==> src/rtl/forward_buffer.sv <==
// Commit-to-execute forwarding buffer: DEPTH-stage history of preg writes with
// zero-latency, newest-first bypass lookup. Optional hit counter under FORWARD_STATS_EN.
module forward_buffer #(
  parameter int WB_NUM = 2,
  parameter int RD_NUM = 4,
  parameter int DEPTH  = 2,
  parameter int PREG_W = 7,
  parameter int DATA_W = 32
) (
  input  logic                               clk,
  input  logic                               reset,
  input  logic                               flush,
  input  logic [WB_NUM-1:0]                  wb_valid,
  input  logic [WB_NUM*PREG_W-1:0]           wb_dst,
  input  logic [WB_NUM*DATA_W-1:0]           wb_data,
  input  logic [RD_NUM*PREG_W-1:0]           rd_addr,
  output logic [RD_NUM-1:0]                  rd_hit,
  output logic [RD_NUM*DATA_W-1:0]           rd_data,
  output logic [RD_NUM*$clog2(DEPTH+1)-1:0]  rd_age
`ifdef FORWARD_STATS_EN
  ,
  input  logic                               stats_clr,
  output logic [31:0]                        hit_count
`endif
);

  localparam int AGE_W = $clog2(DEPTH+1);

  // index 0 is stage 1 (newest registered), index DEPTH-1 is the oldest
  logic [WB_NUM-1:0]        stg_valid [DEPTH];
  logic [WB_NUM*PREG_W-1:0] stg_dst   [DEPTH];
  logic [WB_NUM*DATA_W-1:0] stg_data  [DEPTH];

  always_ff @(posedge clk) begin
    if (reset || flush) begin
      for (int k = 0; k < DEPTH; k++) stg_valid[k] <= '0;
    end else begin
      stg_valid[0] <= wb_valid;
      for (int k = 1; k < DEPTH; k++) stg_valid[k] <= stg_valid[k-1];
    end
  end

  // payload only matters where valid is set, so it shifts without reset
  always_ff @(posedge clk) begin
    stg_dst[0]  <= wb_dst;
    stg_data[0] <= wb_data;
    for (int k = 1; k < DEPTH; k++) begin
      stg_dst[k]  <= stg_dst[k-1];
      stg_data[k] <= stg_data[k-1];
    end
  end

  always_comb begin
    logic [PREG_W-1:0] addr;
    logic              found;
    addr    = '0;
    found   = 1'b0;
    rd_hit  = '0;
    rd_data = '0;
    rd_age  = '0;
    for (int r = 0; r < RD_NUM; r++) begin
      addr  = rd_addr[r*PREG_W +: PREG_W];
      found = 1'b0;
      if (addr != '0) begin
        for (int i = 0; i < WB_NUM; i++) begin
          if (!found && !flush && wb_valid[i] && wb_dst[i*PREG_W +: PREG_W] == addr) begin
            found                      = 1'b1;
            rd_hit[r]                  = 1'b1;
            rd_data[r*DATA_W +: DATA_W] = wb_data[i*DATA_W +: DATA_W];
          end
        end
        for (int k = 0; k < DEPTH; k++) begin
          for (int i = 0; i < WB_NUM; i++) begin
            if (!found && stg_valid[k][i] && stg_dst[k][i*PREG_W +: PREG_W] == addr) begin
              found                       = 1'b1;
              rd_hit[r]                   = 1'b1;
              rd_data[r*DATA_W +: DATA_W] = stg_data[k][i*DATA_W +: DATA_W];
              rd_age[r*AGE_W +: AGE_W]    = AGE_W'(k + 1);
            end
          end
        end
      end
    end
  end

`ifdef FORWARD_STATS_EN
  localparam int POP_W = $clog2(RD_NUM+1);

  logic [POP_W-1:0] hit_pop;
  logic [32:0]      hit_sum;

  always_comb begin
    hit_pop = '0;
    for (int r = 0; r < RD_NUM; r++) hit_pop = hit_pop + POP_W'(rd_hit[r]);
    hit_sum = {1'b0, hit_count} + 33'(hit_pop);
  end

  always_ff @(posedge clk) begin
    if (reset || stats_clr) hit_count <= '0;
    else if (hit_sum[32])   hit_count <= 32'hFFFF_FFFF;
    else                    hit_count <= hit_sum[31:0];
  end
`endif

endmodule
==> config.mk <==
export PLATFORM = sky130hd
export DESIGN_NAME = forward_buffer
export DESIGN_NICKNAME = d
export VERILOG_FILES = /design/src/rtl/forward_buffer.sv
export SDC_FILE = /design/constraint.sdc
export NUM_CORES = 1
export LEC_CHECK = 0
export ABC_AREA = 1
export CAP_MARGIN = 10
export CELL_PAD_IN_SITES_DETAIL_PLACEMENT = 1
export CELL_PAD_IN_SITES_GLOBAL_PLACEMENT = 2
export CORE_ASPECT_RATIO = 1.4
export CORE_MARGIN = 3
export CORE_UTILIZATION = 25
export CTS_BUF_LIST = sky130_fd_sc_hd__clkbuf_16
export DETAILED_ROUTE_END_ITERATION = 8
export PLACE_DENSITY = 0.81
export REMOVE_ABC_BUFFERS = 1
export SYNTH_ARGS = -nofsm -noshare
export SYNTH_HDL_FRONTEND = slang
export SYNTH_SLANG_ARGS = --single-unit
==> constraint.sdc <==
create_clock -name clk -period 2.2 [get_ports clk]
set_clock_uncertainty 0.15 [all_clocks]
set_input_delay 0.33 -clock clk [delete_from_list [all_inputs] [get_ports clk]]
set_output_delay 0.33 -clock clk [all_outputs]
set_load 0.005 [all_outputs]
==> parameters.txt <==
Parameter                              Value

Layout
  Commonest non-fill, non-tap cell in the layout ... sky130_fd_sc_hd__nand2_1
  Post-route non-filler standard cell count ... 4098
  Share of cells above drive strength 1 ... 0.489
  Count of nets after finishing ... 3465
  Synth-to-layout area growth ... 98.7%
  Top library cells by usage in the layout, fill and taps aside ... sky130_fd_sc_hd__nand2_1, sky130_fd_sc_hd__buf_4, sky130_fd_sc_hd__nor2_1, sky130_fd_sc_hd__inv_1, sky130_fd_sc_hd__buf_6

Die
  # IOs ... 251
  Number of rows created at floorplan ... 102
  Starting density of the core ... 0.255
  Core footprint ... 55800 µm²
  Die X-Extent ... 207 µm
  Die area ... 59700 µm²
  Floorplan die height ... 288 µm

Power
  Power per cell area ... 315 nW/µm²
  Maximum vdd drop ... 0.535 mV
  Leakage power total ... 14.0 nW

Timing
  Headroom to the max-slew limit ... 0.708
  Total setup violations reported at the end of the flow ... 140
  Final setup slack of the worst path ... -1.11 ns
  Unrepaired setup endpoints after global routing ... true
  Final count of pins violating max slew ... 0
  Final hold slack ... 0.00530 ns
  Share of the cycle needed by the critical path after routing ... 1.50
  Least-Margin Pin Slew ... 0.435 ns
  Max frequency ... 302 MHz
  Period minus WS final ... 3.31 ns
  Hold Violations, Final ... 0

Critical path
  Crit path max fanout ... 9
  Path type of the worst setup path ... input pin to output pin
  Endpoint type of the worst setup path ... output pin
  Data arrival, critical path ... 2.83 ns
  Required time at the endpoint of the critical path ... 1.72 ns
  CP startpoint kind ... input pin

Global route
  Overall fraction of global-route tracks in use ... 0.361
  Antenna violations before repair ... 4
  Number of global-route vias before repair ... 24.1k
  Grt total ovfl ... 0
  Wire length of the first global-routing pass ... 160 mm
  Maximum number of pins on one net before global-route repair ... 26

CTS
  Number of clock sinks ... 160
  Buffer levels on the longest clock path ... 2
  Cts-stage hold buffer count ... 0
  Clock transition at the registers of the reported paths ... 0.07 ns
  Clock insertion delay at the later pin of the skew report ... 0.48 ns
  Clock root cell ... sky130_fd_sc_hd__clkbuf_16
  H-tree depth reported by CTS ... 4
  TritonCTS clock tree ... yes
  Number of CTS-inserted buffers ... 17

Synthesis
  Most frequently used flop master after synthesis ... sky130_fd_sc_hd__dfxtp_1
  Unique masters post-synth ... 52
  EDFF count, synth ... 0
  Cell accounting for the most synthesized area ... sky130_fd_sc_hd__dfxtp_1
  Yosys synthesis warning count ... 0
  Post-Synthesis Mean Instance Area ... 5.69 µm²
  Register bit total from synthesis ... 160
  Fraction of the yosys area taken by sequential cells ... 0.226
  Syn Std Cell Area ... 14200 µm²
  Proportion of register bits with asynchronous set or reset after synthesis ... 0
  Top cell type's share of synthesized area ... 0.226
  Cells after synthesis ... 2495
  Top post-synthesis cells by area ... sky130_fd_sc_hd__dfxtp_1, sky130_fd_sc_hd__nand2_1, sky130_fd_sc_hd__nor2_1, sky130_fd_sc_hd__nand3_1, sky130_fd_sc_hd__inv_1

Routing
  Final ANT Viol Nets ... 0
  Via count ... 23.2k
  Routed wire length ... 120 mm
  Starting DRC count in detailed routing ... 1909
  DRC ... 0
  Avg WL per Cell ... 29.3 µm
  Vias per cell ... 5.67
  Number of iterations in the first detailed-routing pass ... 5

Status
  Failing checks ... setup timing
  Result of the run ... complete, but fails checks

Placed design
  DP HPWL ... 84.4 mm
  RePlAce Congestion ... 1.01
  Total instance count after detailed placement ... 3860
  Count of port buffers added during placement ... 250

Run
  Maximum Capacitance Violations ... 0

Worst hold path
  Min-Delay Path Class ... input pin to register
## Yosys cell counts, types with 3 or more instances
master                     number
sky130_fd_sc_hd__inv_1        228
sky130_fd_sc_hd__o22ai_1       62
sky130_fd_sc_hd__clkbuf_1      23
sky130_fd_sc_hd__nand3_2        5
sky130_fd_sc_hd__a21oi_1      117
sky130_fd_sc_hd__nand3_1      242
sky130_fd_sc_hd__o21ai_0      135
sky130_fd_sc_hd__nor2_1       390
sky130_fd_sc_hd__o21ai_1       69
sky130_fd_sc_hd__nand3b_1      12
sky130_fd_sc_hd__nand4_1      104
sky130_fd_sc_hd__o211ai_1      34
sky130_fd_sc_hd__nor2_4         9
sky130_fd_sc_hd__nor4_1         4
sky130_fd_sc_hd__xnor2_1       30
sky130_fd_sc_hd__or2_2          4
sky130_fd_sc_hd__dfxtp_1      160
sky130_fd_sc_hd__nand2_1      615
sky130_fd_sc_hd__buf_6         11
sky130_fd_sc_hd__o21ai_2        9
sky130_fd_sc_hd__inv_2         46
sky130_fd_sc_hd__buf_4         26
sky130_fd_sc_hd__nor3_1        15
sky130_fd_sc_hd__buf_2         72
sky130_fd_sc_hd__nor2_2        10
sky130_fd_sc_hd__nand2_4        3
sky130_fd_sc_hd__nand2_2       10
sky130_fd_sc_hd__buf_1          5
sky130_fd_sc_hd__xor2_1        10
sky130_fd_sc_hd__or2_0          3
## metrics by stage
step | setup WS [ns] | util | power, W | area (µm²) | setup TNS (ns)
after CTS | -1.07 | 0.461 | 0.00863 | 25700 | -129.11
after global routing | -1.19 | 0.506 | 0.00911 | 28200 | -143.27
final | -1.11 | 0.506 | 0.00888 | 28200 | -130.69
after global placement | -1.98 | 0.394 | 0.00517 | 21900 | -238.76
after floorplan | -1.11 | - | 0.00386 | 13400 | -82.86
after detailed placement | -1.97 | 0.394 | 0.00521 | 21900 | -238.08
## power by group
| group | internal, W | leakage (nW) | switching [W] | total (W) |
|---|---|---|---|---|
| logic | 0.00101 | 12.3 | 0.00133 | 0.00233 |
| registers | 0.00305 | 1.36 | 0.000231 | 0.00328 |
| clock network | 0.00169 | 0.282 | 0.00158 | 0.00327 |
| total | 0.00574 | 14.0 | 0.00314 | 0.00888 |
## critical path: stages
cell                              delay [ns]
sky130_fd_sc_hd__clkdlybuf4s50_1        0.48
sky130_fd_sc_hd__buf_6                  0.17
sky130_fd_sc_hd__buf_4                  0.13
sky130_fd_sc_hd__nand2_2                0.07
sky130_fd_sc_hd__nand2_2                0.08
sky130_fd_sc_hd__nor2_2                 0.05
sky130_fd_sc_hd__nand4_1                0.18
sky130_fd_sc_hd__nand3_4                0.13
sky130_fd_sc_hd__nor2_4                 0.17
sky130_fd_sc_hd__nand3_4                0.16
sky130_fd_sc_hd__buf_6                  0.16
sky130_fd_sc_hd__buf_8                  0.14
sky130_fd_sc_hd__o21ai_0                0.32
sky130_fd_sc_hd__nor2_2                 0.12
sky130_fd_sc_hd__buf_2                  0.15
## per-layer routing
metal,track usage,share of wire,up-vias
met2,0.644,0.48,1447
met4,0.314,0.12,0
li1,-,-,9945
met5,0,0,-
met3,0.0626,0.070,676
met1,0.363,0.33,11200
## state kept, by name (all words and copies together) (netlist names)
name	count
stg_dst	28
stg_valid	4
stg_data	128
## final timing paths
kind	startpoint	end	slack, ns	cells after the start
worst max-delay path	rd_addr[13]	rd_data[47]	-1.11	15
worst min-delay path	wb_dst[4]	stg_dst[0][4]	0.005	2
worst max register to register	stg_valid[0][1]	stg_valid[0][3]	1.05	4
worst min register to register	stg_dst[0][3]	stg_dst[0][17]	0.23	0
## cells by family after synthesis
group | share of synthesized area
buffers and inverters | 0.129
AND/OR/NAND/NOR | 0.453
XOR/XNOR | 0.0247
AO/OA/AOI/OAI | 0.168
flip-flops | 0.226
## cell type report
class | count | area (µm²)
clock inverter | 15 | 156
inverter | 277 | 1150
fill | 6839 | 27600
clock buffer | 17 | 425
timing repair buffer | 978 | 10100
sequential | 160 | 3270
antenna | 3 | 7.51
multi-input combinational | 1920 | 12200
tap | 728 | 911
## timing repair
item	in CTS	in global routing
cloned	13	5
pin swaps	240	306
buffers inserted	137	77
endpoints found under the setup margin	140	140
gates resized for setup	1242	648
Note: power is estimated with default switching activity, not from simulation.
